File: config.mk
export PLATFORM = sky130hd
export DESIGN_NAME = lector_salidas
export DESIGN_NICKNAME = d
export VERILOG_FILES = /design/src/rtl/transaccion_pkg.sv /design/src/rtl/rr_arbiter.sv /design/src/rtl/lector_salidas.sv
export SDC_FILE = /design/constraint.sdc
export NUM_CORES = 1
export LEC_CHECK = 0
export BUFFER_PORTS_ARGS = -buffer_cell sky130_fd_sc_hd__buf_2
export CORE_UTILIZATION = 40
export DETAILED_ROUTE_END_ITERATION = 12
export PLACE_DENSITY = 0.69
export SLEW_MARGIN = 10
export SYNTH_ARGS = -nofsm -noshare
export SYNTH_HDL_FRONTEND = slang
export SYNTH_HIERARCHICAL = 1
export SYNTH_SLANG_ARGS = --single-unit
File: constraint.sdc
create_clock -name clk -period 2.6 [get_ports clk]
set_clock_uncertainty 0.15 [all_clocks]
set_input_delay 0.13 -clock clk [delete_from_list [all_inputs] [get_ports clk]]
set_output_delay 0.13 -clock clk [all_outputs]
set_load 0.01 [all_outputs]
File: src/rtl/transaccion_pkg.sv
// Shared sizing constants, FSM encoding and helpers for the output-FIFO reader.
package transaccion_pkg;

   localparam int FIFO_WORD_SIZE = 10;
   localparam int NUM_PORTS      = 4;
   localparam int CNT_WIDTH      = 5;

   typedef enum logic {
      IDLE  = 1'b0,
      DRAIN = 1'b1
   } state_t;

   // Port index of a one-hot (or zero) pop vector.
   function automatic logic [1:0] onehotToIdx(input logic [NUM_PORTS-1:0] v);
      logic [1:0] r;
      r = '0;
      for (int i = 0; i < NUM_PORTS; i++) begin
         if (v[i]) r = 2'(i);
      end
      return r;
   endfunction

endpackage

File: src/rtl/rr_arbiter.sv
// Round-robin arbiter: grants the first eligible requester after the last grant.
module rr_arbiter
   import transaccion_pkg::*;
#(
   parameter int N = NUM_PORTS
) (
   input  logic         clk,
   input  logic         reset,
   input  logic [N-1:0] i_req,
   input  logic [N-1:0] i_mask,
   output logic [N-1:0] o_grant
);

   localparam int PTR_W = (N > 1) ? $clog2(N) : 1;

   logic [PTR_W-1:0] r_ptr;
   logic [PTR_W-1:0] w_cand;
   logic [PTR_W-1:0] w_gidx;
   logic [N-1:0]     w_elig;
   logic             w_found;

   assign w_elig = i_req & ~i_mask;

   // Search starts one past the last granted port and wraps around.
   always_comb begin
      o_grant = '0;
      w_found = 1'b0;
      w_cand  = '0;
      w_gidx  = '0;
      for (int k = 1; k <= N; k++) begin
         w_cand = PTR_W'((int'(r_ptr) + k) % N);
         if (!w_found && w_elig[w_cand]) begin
            o_grant[w_cand] = 1'b1;
            w_gidx          = w_cand;
            w_found         = 1'b1;
         end
      end
   end

   always_ff @(posedge clk) begin
      if (reset) begin
         r_ptr <= PTR_W'(N - 1);
      end else if (w_found) begin
         r_ptr <= w_gidx;
      end
   end

endmodule

File: src/rtl/lector_salidas.sv
// Drains the output FIFOs round-robin, presents each word two cycles after its pop,
// and keeps a saturating per-port word count readable on request.
module lector_salidas #(
   parameter int FIFO_WORD_SIZE = transaccion_pkg::FIFO_WORD_SIZE,
   parameter int NUM_PORTS      = transaccion_pkg::NUM_PORTS,
   parameter int CNT_WIDTH      = transaccion_pkg::CNT_WIDTH
) (
   input  logic                      clk,
   input  logic                      reset,
   input  logic                      enable,
   input  logic [NUM_PORTS-1:0]      fifo_empty,
   input  logic [FIFO_WORD_SIZE-1:0] data_in0,
   input  logic [FIFO_WORD_SIZE-1:0] data_in1,
   input  logic [FIFO_WORD_SIZE-1:0] data_in2,
   input  logic [FIFO_WORD_SIZE-1:0] data_in3,
   output logic [NUM_PORTS-1:0]      pop,
   output logic [FIFO_WORD_SIZE-1:0] word_out,
   output logic [1:0]                word_port,
   output logic                      word_valid,
   input  logic                      req,
   input  logic [1:0]                idx,
   output logic [CNT_WIDTH-1:0]      data,
   output logic                      valid
);

   import transaccion_pkg::*;

   localparam logic [CNT_WIDTH-1:0] CNT_MAX = '1;

   state_t                    r_state;
   state_t                    w_nextState;
   logic [NUM_PORTS-1:0]      w_req;
   logic [NUM_PORTS-1:0]      w_grant;
   logic [NUM_PORTS-1:0]      r_pop;
   logic                      r_s1Valid;
   logic [1:0]                r_s1Port;
   logic [FIFO_WORD_SIZE-1:0] w_dataIn [4];
   logic [FIFO_WORD_SIZE-1:0] r_wordOut;
   logic [1:0]                r_wordPort;
   logic                      r_wordValid;
   logic [CNT_WIDTH-1:0]      r_cnt [NUM_PORTS];
   logic [CNT_WIDTH-1:0]      r_data;
   logic                      r_valid;

   assign w_dataIn[0] = data_in0;
   assign w_dataIn[1] = data_in1;
   assign w_dataIn[2] = data_in2;
   assign w_dataIn[3] = data_in3;

   always_comb begin
      w_nextState = r_state;
      w_req       = '0;
      case (r_state)
         IDLE: begin
            if (enable && !(&fifo_empty)) w_nextState = DRAIN;
         end
         DRAIN: begin
            if (!enable || (&fifo_empty)) w_nextState = IDLE;
            if (enable) w_req = ~fifo_empty;
         end
      endcase
   end

   // Masking with the current pop hides a port whose empty flag has not caught up yet.
   rr_arbiter #(.N(NUM_PORTS)) u_arb (
      .clk     (clk),
      .reset   (reset),
      .i_req   (w_req),
      .i_mask  (r_pop),
      .o_grant (w_grant)
   );

   always_ff @(posedge clk) begin
      if (reset) begin
         r_state     <= IDLE;
         r_pop       <= '0;
         r_s1Valid   <= 1'b0;
         r_s1Port    <= '0;
         r_wordOut   <= '0;
         r_wordPort  <= '0;
         r_wordValid <= 1'b0;
      end else begin
         r_state     <= w_nextState;
         r_pop       <= w_grant;
         r_s1Valid   <= |r_pop;
         r_s1Port    <= onehotToIdx(r_pop);
         r_wordValid <= r_s1Valid;
         r_wordOut   <= r_s1Valid ? w_dataIn[r_s1Port] : '0;
         r_wordPort  <= r_s1Valid ? r_s1Port : '0;
      end
   end

   // Readout samples the counters before this cycle's increment lands.
   always_ff @(posedge clk) begin
      if (reset) begin
         for (int i = 0; i < NUM_PORTS; i++) r_cnt[i] <= '0;
         r_data  <= '0;
         r_valid <= 1'b0;
      end else begin
         for (int i = 0; i < NUM_PORTS; i++) begin
            if (r_wordValid && (r_wordPort == 2'(i)) && (r_cnt[i] != CNT_MAX)) begin
               r_cnt[i] <= r_cnt[i] + 1'b1;
            end
         end
         r_valid <= req;
         r_data  <= req ? r_cnt[idx] : '0;
      end
   end

   assign pop        = r_pop;
   assign word_out   = r_wordOut;
   assign word_port  = r_wordPort;
   assign word_valid = r_wordValid;
   assign data       = r_data;
   assign valid      = r_valid;

endmodule
[Yosys cells after proc, flatten, opt, wreduce, memory -nomap -nowiden]
Memories as Yosys holds them, arrays and structs flattened. A register that Yosys moved wholly into a read port is not among the register bits.
Index checks and enable logic that the tools add are counted.
Cells by class
  add/subtract/negate cells: 8
  multipliers: 0
  div/mod/pow operators: 0
  $lt $le $gt $ge: 9
  equal/unequal tests: 7
  shift-type cells: 0
  multiplexer cells: 57
  bitwise operators: 14
  reduce and logical (&&, ||, !) cells: 27
Operator list (count)
  two-way mux 1 bit: 29
  two-way mux 4 bit: 6
  adder 5 x 1 -> 5 bit, second input constant: 4
  binary-select mux 10 bit (select 2 bit): 1
  two-way mux 10 bit: 2
  two-way mux 5 bit: 4
  != test 5 bit, second input constant: 4
  logical AND 1 bit: 16
  < comparator 2 x 3 -> 1 bit, second input constant: 4
  two-way mux 2 bit: 6
  OR 4 bit: 3
  binary-select mux 1 bit (select 2 bit): 4
  demux 1 bit (select 2 bit): 4
  greater-or-equal comparator 2 x 1 -> 1 bit, second input constant: 4
  inverter 4 bit: 2
  logical NOT 1 bit: 5
  adder 2 x 1 -> 2 bit, second input constant: 2
  adder 2 bit, second input constant: 2
  bitwise AND 4 bit: 1
  == test 2 bit, second input constant: 2
  OR 1 bit: 4
  AND reduction 4 bit: 1
  OR reduction 2 bit: 2
  OR reduction 4 bit: 1
  other kinds (7): 9
Word-level totals
  flip-flop bits (word level): 24
  latch bits: 0
  RAM bits: 20
  ROM bits: 0
  input port bits: 50
  output and inout port bits: 23
  logic and storage cells: 132
  memories: 1
Memories
  r_cnt: depth 4, bits a word 5, read ports 5, clocked after Yosys merged registers in 1, write ports 4, line lector_salidas.sv:41  | logic [CNT_WIDTH-1:0] r_cnt [NUM_PORTS];

[Depth between registers and ports, before layout]
Gate-level depths: netlist of the first run.
  depth in word-level cells: 16
  mapped depth: 8
  mapped depth without buffers: 8

[Cells and area by module]
The synthesis of the first run kept the hierarchy.
By module, submodules not included
  lector_salidas: times used 1, cells each 165, area an instance 2124.5 sq um, sequential area each 1141.1 sq um
  rr_arbiter: times used 1, cells each 68, area an instance 543.0 sq um, sequential area each 40.0 sq um

[Least setup slack after synthesis of the first run]
No wires, ideal clock.
  path kind: register -> register
  start point: register u_arb.r_ptr[1]
  end point: register r_pop[0] (netlist: pop[0])
  library setup time: 128 ps
  arrival time: 1781 ps
  required time: 2322 ps
  setup slack: 541 ps
  cell stages (with the launch flop): 7
  buffers on the path: 0
  clock period less this slack: 2059 ps
  path through: dfxtp_1 -> inv_1 -> ha_1 -> mux4_2 -> a22oi_1 -> o211ai_1 -> nor2b_1
On the way
  cells in the longest elaborated chain, start to end: 13
  elaborated cells on any way between the ends: 48
  classes of those cells: add/sub: 4; order compare: 8; mux: 23; bitwise: 3; reduce/logical: 10
RTL lines
  start, declared: line rr_arbiter.sv:16  | logic [PTR_W-1:0] r_ptr;
  start signal, assigned: line rr_arbiter.sv:42  | r_ptr <= PTR_W'(N - 1);
  start signal, assigned: line rr_arbiter.sv:44  | r_ptr <= w_gidx;
  branches (longest 12 deep; another with < comparator 2 x 3 -> 1 bit)
  two-way mux 4 bit (*): line rr_arbiter.sv:32  | if (!w_found && w_elig[w_cand]) begin
  via w_grant[0]: line lector_salidas.sv:33  | logic [NUM_PORTS-1:0] w_grant;
  end signal, assigned: line lector_salidas.sv:84  | r_pop <= w_grant;
  end, declared: line lector_salidas.sv:34  | logic [NUM_PORTS-1:0] r_pop;
Mark *: on every way through the listed nets, which the timed path passes. The select of a mux whose other input is x is not followed.
A chain may end at the register's enable or synchronous reset.

[Final worst setup path of the first run]
Same ends and word-level chain as after synthesis.

==> results of run 1 <==
## worst paths after layout
kind	slack (ns)	end	depth (start not counted)	from
worst min register to register	0.40	r_s1Port[0]	2	pop[3]
worst min-delay path	0.02	r_state	3	fifo_empty[2]
worst max-delay path	0.34	pop[0]	7	u_arb/r_ptr[1]
worst max register to register	0.34	pop[0]	7	u_arb/r_ptr[1]
## Yosys cell counts, drive strengths merged
cell | n | area, sq um
a22oi | 4 | 30.03
inv | 11 | 41.29
xor2 | 4 | 35.03
o211ai | 5 | 37.54
and2b | 2 | 20.02
nor4b | 1 | 8.760
a31oi | 1 | 6.260
mux4 | 18 | 409.2
o21ai | 2 | 10.00
nand3 | 9 | 45.04
buf | 4 | 28.78
a21o | 3 | 22.52
nor3b | 2 | 15.01
nor3 | 2 | 10.01
ha | 15 | 187.7
o22a | 1 | 8.760
nand4 | 1 | 6.260
and3b | 2 | 17.52
and3 | 10 | 62.56
nand2 | 9 | 33.78
o311ai | 2 | 17.52
and2 | 12 | 76.33
xnor2 | 4 | 35.03
edfxtp | 20 | 600.6
dfxtp | 29 | 580.6
nor2 | 29 | 116.4
a21oi | 5 | 25.02
nand2b | 6 | 45.04
nor2b | 13 | 88.83
mux2i | 2 | 20.02
a32oi | 1 | 8.760
clkbuf | 3 | 11.26
or2 | 1 | 6.260
## cell families after synthesis
| family | synth area share (%) |
|---|---|
| adders and majority gates | 7.036 |
| xor gates and xnor gates | 2.626 |
| and+or+nand+nor | 20.68 |
| buffers and inverters | 3.049 |
| DFF | 44.28 |
| AOI/OAI and AO/OA | 6.238 |
| muxes | 16.09 |
## registers in the layout, summed over array words and instances, names as in the netlist
name	count
r_s1Valid	1
data	5
word_port	2
pop	4
word_out	10
u_arb/r_ptr	2
r_s1Port	2
r_state	1
word_valid	1
valid	1
r_cnt	20
## report_power, final
part	switching, uW	internal (uW)
registers	26.1	825
logic	86.8	107
clock network	247	192
total	360	1120
## per-stage QoR
stage | area [sq um] | power [uW] | utilization, %
floorplan | 2668 | 986.8 | -
global placement | 3092 | 1056 | 48.41
detailed placement | 3092 | 1059 | 48.41
CTS | 3198 | 1501 | 50.08
global route | 3198 | 1569 | 50.08
finish | 3198 | 1484 | 50.08
## metal layers
metal / track usage (%) / share of wire [%] / vias up
li1: - / - / 992
met1: 21.72 / 44 / 954
met2: 27.94 / 49 / 64
met3: 3.363 / 5.7 / 9
met4: 4.931 / 1.2 / 0
met5: 0 / 0 / -
## cells in the final DEF (no fill, tap or decap), types with 2 or more instances in the layout
cell           instances
a21o_1                 3
a21oi_1                5
a22oi_1                4
and2_1                11
and2b_4                2
and3_1                10
and3b_1                2
buf_2                 72
clkbuf_8               5
dfxtp_1               29
dlygate4sd3_1          2
edfxtp_1              20
ha_1                  15
inv_1                 10
mux2i_1                2
mux4_2                17
nand2_1                9
nand2b_1               5
nand3_1                9
nor2_1                28
nor2b_1               12
nor3_1                 2
nor3b_1                2
o211ai_1               5
o311ai_0               2
xnor2_1                4
xor2_1                 4
## critical path, cell delays in order, from the launching register on
cell,delay [ns]
dfxtp_1,0.49
inv_1,0.20
ha_1,0.43
mux4_2,0.41
nor2_4,0.20
a22oi_1,0.09
o211ai_1,0.10
nor2b_1,0.14
## repair_timing
action,CTS,global route
hold buffers,2,0
endpoints found under the hold margin,2,0
gates resized for setup,0,0
## layout make-up
class	count	area (sq um)	share of cell area, %
tap	77	96.34	3.013
multi-input combinational	166	1405	43.94
timing repair buffer	75	387.9	12.13
inverter	11	41.29	1.291
clock inverter	2	13.76	0.4304
clock buffer	6	72.57	2.269
sequential	49	1181	36.93
==> flow_summary.yaml, run 1 <==
timing:
  rsz0062_at_grt: "no"
  slew_violations: 0
  fin_hold_ws_ns: 0.01766
  fin_crit_ns: 2.260
  fin_crit_sh_pct: 86.93
  setup_violations: 0
  hold_violations: 0
  setup_tns_ns: 0
  slew_headroom_pct: 56.02
  setup_slack_ns: 0.3399
  max_freq_ghz: 0.4425
  worstMarginPinSlew_ns: 0.6587
grt:
  grt_max_degree: 19
  antenna_found_initial: 0
  gr-total-overflow: 0
  grt_pass1_vias: 1989
  grt_use_total_pct: 16.64
  grt_pass1_wl_microns: 9370
yosys:
  synthDistinctLibCells: 42
  synth_nets: 298
  syn_inst: 233
  yosys_warnings: 6
  synth_area_sq_mm: 0.002668
  ys_seq_area_share_pct: 44.28
  syn_avg_cell_area_sq_um: 11.45
  ys_ff_latch: 49
pwr:
  p_leak_uw: 0.001422
  power_per_cell_area_mw_per_mm2: 463.9
  ir_drop_mv: 0.2792
layout:
  instances_no_fill: 386
  fin_nets: 373
  fillers: 566
  insertedDiodeCount: 0
  drive_gt1_share_pct: 33.98
  synthToLayoutAreaGrowth_pct: 19.89
routing:
  vias: 2019
  wl_per_cell_microns: 14.15
  antenna_left: 0
  drc_errors: 0
  vias_per_cell: 5.231
  dr.pass1.iters: 4
  routed_wl_microns: 5460
  first_iter_violations: 121
floorplanning:
  die_h_microns: 83.67
  die_area_sq_mm: 0.007000
  die_width_microns: 83.67
  ios: 73
  core_sq_mm: 0.006386
  num_rows: 29
  initial_core_util_pct: 41.77
cts:
  path_clk_slew_ns: 0.09
  root_buffer: "clkbuf_8"
  cts_tree: "done"
  clkLatencyLatePin_ns: 0.29
  clock_sinks: 49
  cts_buffers: 5
  post_cts_buffers: 0
  h-tree-depth: 2
  clk_path_buf_depth: 2
setup_path:
  crit_type: "flip-flop to flip-flop"
  crit_arrival_ns: 2.35
  cp-end-kind: "flip-flop"
  cp_max_fo: 9
  worstPathRequired_ns: 2.69
  cp-start-kind: "flip-flop"
placement:
  placedCellCount: 376
  port_buffers: 72
  pre_cts_slack_ns: 0.3587
  globalplace.congestion: 0.8530
  hpwl_microns: 4154
run_status:
  outcome: "complete, no violations"
run:
  maxCapViolations: 0
hold_path:
  hold_class: "input pin to flip-flop"
(Power assumes the default switching activity.)
==> run 2, diff against run 1 <==
--- a/config.mk
+++ b/config.mk
@@ -8,5 +8,7 @@
 export BUFFER_PORTS_ARGS = -buffer_cell sky130_fd_sc_hd__buf_2
-export CORE_UTILIZATION = 40
+export CELL_PAD_IN_SITES_DETAIL_PLACEMENT = 1
+export CELL_PAD_IN_SITES_GLOBAL_PLACEMENT = 2
+export CORE_UTILIZATION = 33
 export DETAILED_ROUTE_END_ITERATION = 12
-export PLACE_DENSITY = 0.69
+export PLACE_DENSITY = 0.84
 export SLEW_MARGIN = 10
==> constraint.sdc (replaced) <==
create_clock -name clk -period 2.6 [get_ports clk]
set_clock_uncertainty 0.15 [all_clocks]
set_input_delay 0.26 -clock clk [delete_from_list [all_inputs] [get_ports clk]]
set_output_delay 0.26 -clock clk [all_outputs]
set_load 0.01 [all_outputs]
==> flow_summary.yaml, run 2 (same netlist as run 1, synthesis figures left out) <==
timing:
  slew_headroom_pct: 55.68
  worstMarginPinSlew_ns: 0.6639
  slew_violations: 0
  setup_violations: 0
  fin_crit_ns: 2.168
  fin_crit_sh_pct: 83.39
  rsz0062_at_grt: "no"
  max_freq_ghz: 0.4612
  hold_violations: 0
  setup_tns_ns: 0
run_status:
  outcome: "complete, no violations"
placement:
  globalplace.congestion: 0.8265
  port_buffers: 72
  hpwl_microns: 4792
  placedCellCount: 402
pwr:
  swShare_pct: 24.10
  pwr-share-clk_pct: 34.7
  design_power_total_uw: 1607
  combPwrFrac_pct: 12.4
  p_int_uw: 1220
  ir_drop_mv: 0.1871
  p_switching_uw: 387.3
  power_per_cell_area_mw_per_mm2: 495.5
  p_leak_uw: 0.001431
  sequentialPowerShare_pct: 52.9
layout:
  largest-register: "r_cnt"
  final_cell_mix: "buf_2, dfxtp_1, nor2_1, edfxtp_1, mux4_2"
  drive_gt1_share_pct: 34.74
  synthToLayoutAreaGrowth_pct: 21.58
  insertedDiodeCount: 0
  post-route-util_pct: 41.75
  final_common_cell: "buf_2"
  instances_no_fill: 410
  largest_reg_flops: 20
  fillers: 904
  fin_nets: 372
setup_path:
  max_stage_delay_ns: 0.48
  cp_max_fo: 5
  worstPathRequired_ns: 2.48
  r2r_end: "r_cnt[0][0]"
  slowest_stage: "edfxtp_1"
  cp-end-kind: "flip-flop"
  crit_chain: "ha_1 > and3_1 > ha_1 > nor4b_1 > or2_2"
  rr_worst_depth: 5
  rrSetupSlack_ns: 0.43
  crit_type: "flip-flop to flip-flop"
  cp-start-kind: "flip-flop"
  reg2reg_from: "r_cnt[0][0]"
  crit_arrival_ns: 2.05
  cp_common_cell: "ha_1"
hold_path:
  hold_end: "r_state"
  hold_class: "input pin to flip-flop"
  hold_depth: 2
  hp-start: "enable"
grt:
  grt_max_degree: 19
  antenna_found_initial: 0
  grt_pass1_wl_microns: 10550
  gr-total-overflow: 0
  grt_pass1_vias: 2205
  grt_use_total_pct: 15.91
cts:
  cts_tree: "done"
  cts_resized: 0
  post_cts_buffers: 0
  root_buffer: "clkbuf_8"
  clk_path_buf_depth: 2
  ctsHoldBuffers: 0
  clock_sinks: 49
  cts_buffers: 5
  clkLatencyLatePin_ns: 0.31
  path_clk_slew_ns: 0.10
  h-tree-depth: 2
floorplanning:
  ios: 73
  num_rows: 32
  initial_core_util_pct: 34.34
  die_width_microns: 91.91
  die_h_microns: 91.91
  die_area_sq_mm: 0.008447
  core_sq_mm: 0.007767
routing:
  drc_errors: 0
  vias: 2091
  wl_per_cell_microns: 15.10
  first_iter_violations: 54
  dr.pass1.iters: 4
  routed_wl_microns: 6191
  vias_per_cell: 5.100
  antenna_left: 0
run:
  maxCapViolations: 0
-- run 2: per-layer routing --
layer  GRT usage (%)  part of all wire (%)  vias to the layer above
met4           4.948                   1.2                        0
li1                -                     -                      991
met2           28.42                    51                       65
met1           19.03                    43                     1030
met5               0                     0                        -
met3           3.400                   4.9                        5
-- run 2: power by group through the flow --
stage	clock network [uW]	logic, uW	registers (uW)
3_3_place_gp	0	196	867
4_1_cts	580	201	851
5_1_grt	605	222	855
3_5_place_dp	0	200	868
6_report	557	200	850
2_1_floorplan	0	123	863
-- run 2: stage by stage --
step / hold slack [ns] / area (sq um) / worst slack (ns)
floorplan: 0.1816 / 2668 / 0.5413
global route: 0.04590 / 3243 / 0.3041
detailed placement: 0.3876 / 3131 / 0.4486
finish: 0.05144 / 3243 / 0.4318
global placement: 0.3710 / 3131 / 0.5254
CTS: 0.03971 / 3243 / 0.4306
-- run 2: worst max path at each step --
stage                             end  slack (ns)            from  depth (start not counted)
after global routing      r_cnt[1][1]        0.30     r_cnt[1][0]                          5
after CTS                 r_cnt[0][1]        0.43     r_cnt[0][0]                          5
after detailed placement  r_cnt[1][3]        0.45     r_cnt[1][0]                          5
after floorplan                pop[0]        0.54  u_arb/r_ptr[1]                          6
final                     r_cnt[0][0]        0.43     r_cnt[0][0]                          5
after global placement         pop[2]        0.53          enable                          9
-- run 2: area by class of cell --
cell class | instances | area, sq um | share of cell area (%)
clock buffers | 5 | 68.82 | 2.122
clock inverters | 3 | 43.79 | 1.350
inverters | 11 | 41.29 | 1.273
multi-input cells | 166 | 1405 | 43.33
flip-flops and latches | 49 | 1181 | 36.42
well taps | 102 | 127.6 | 3.935
repair buffers | 74 | 375.4 | 11.57
-- run 2: critical path, delay by kind of cell, from the launching register on --
| family | cells | cell delay, ns |
|---|---|---|
| and+or+nand+nor | 3 | 0.82 |
| DFF | 1 | 0.48 |
| adders and majority gates | 2 | 0.43 |
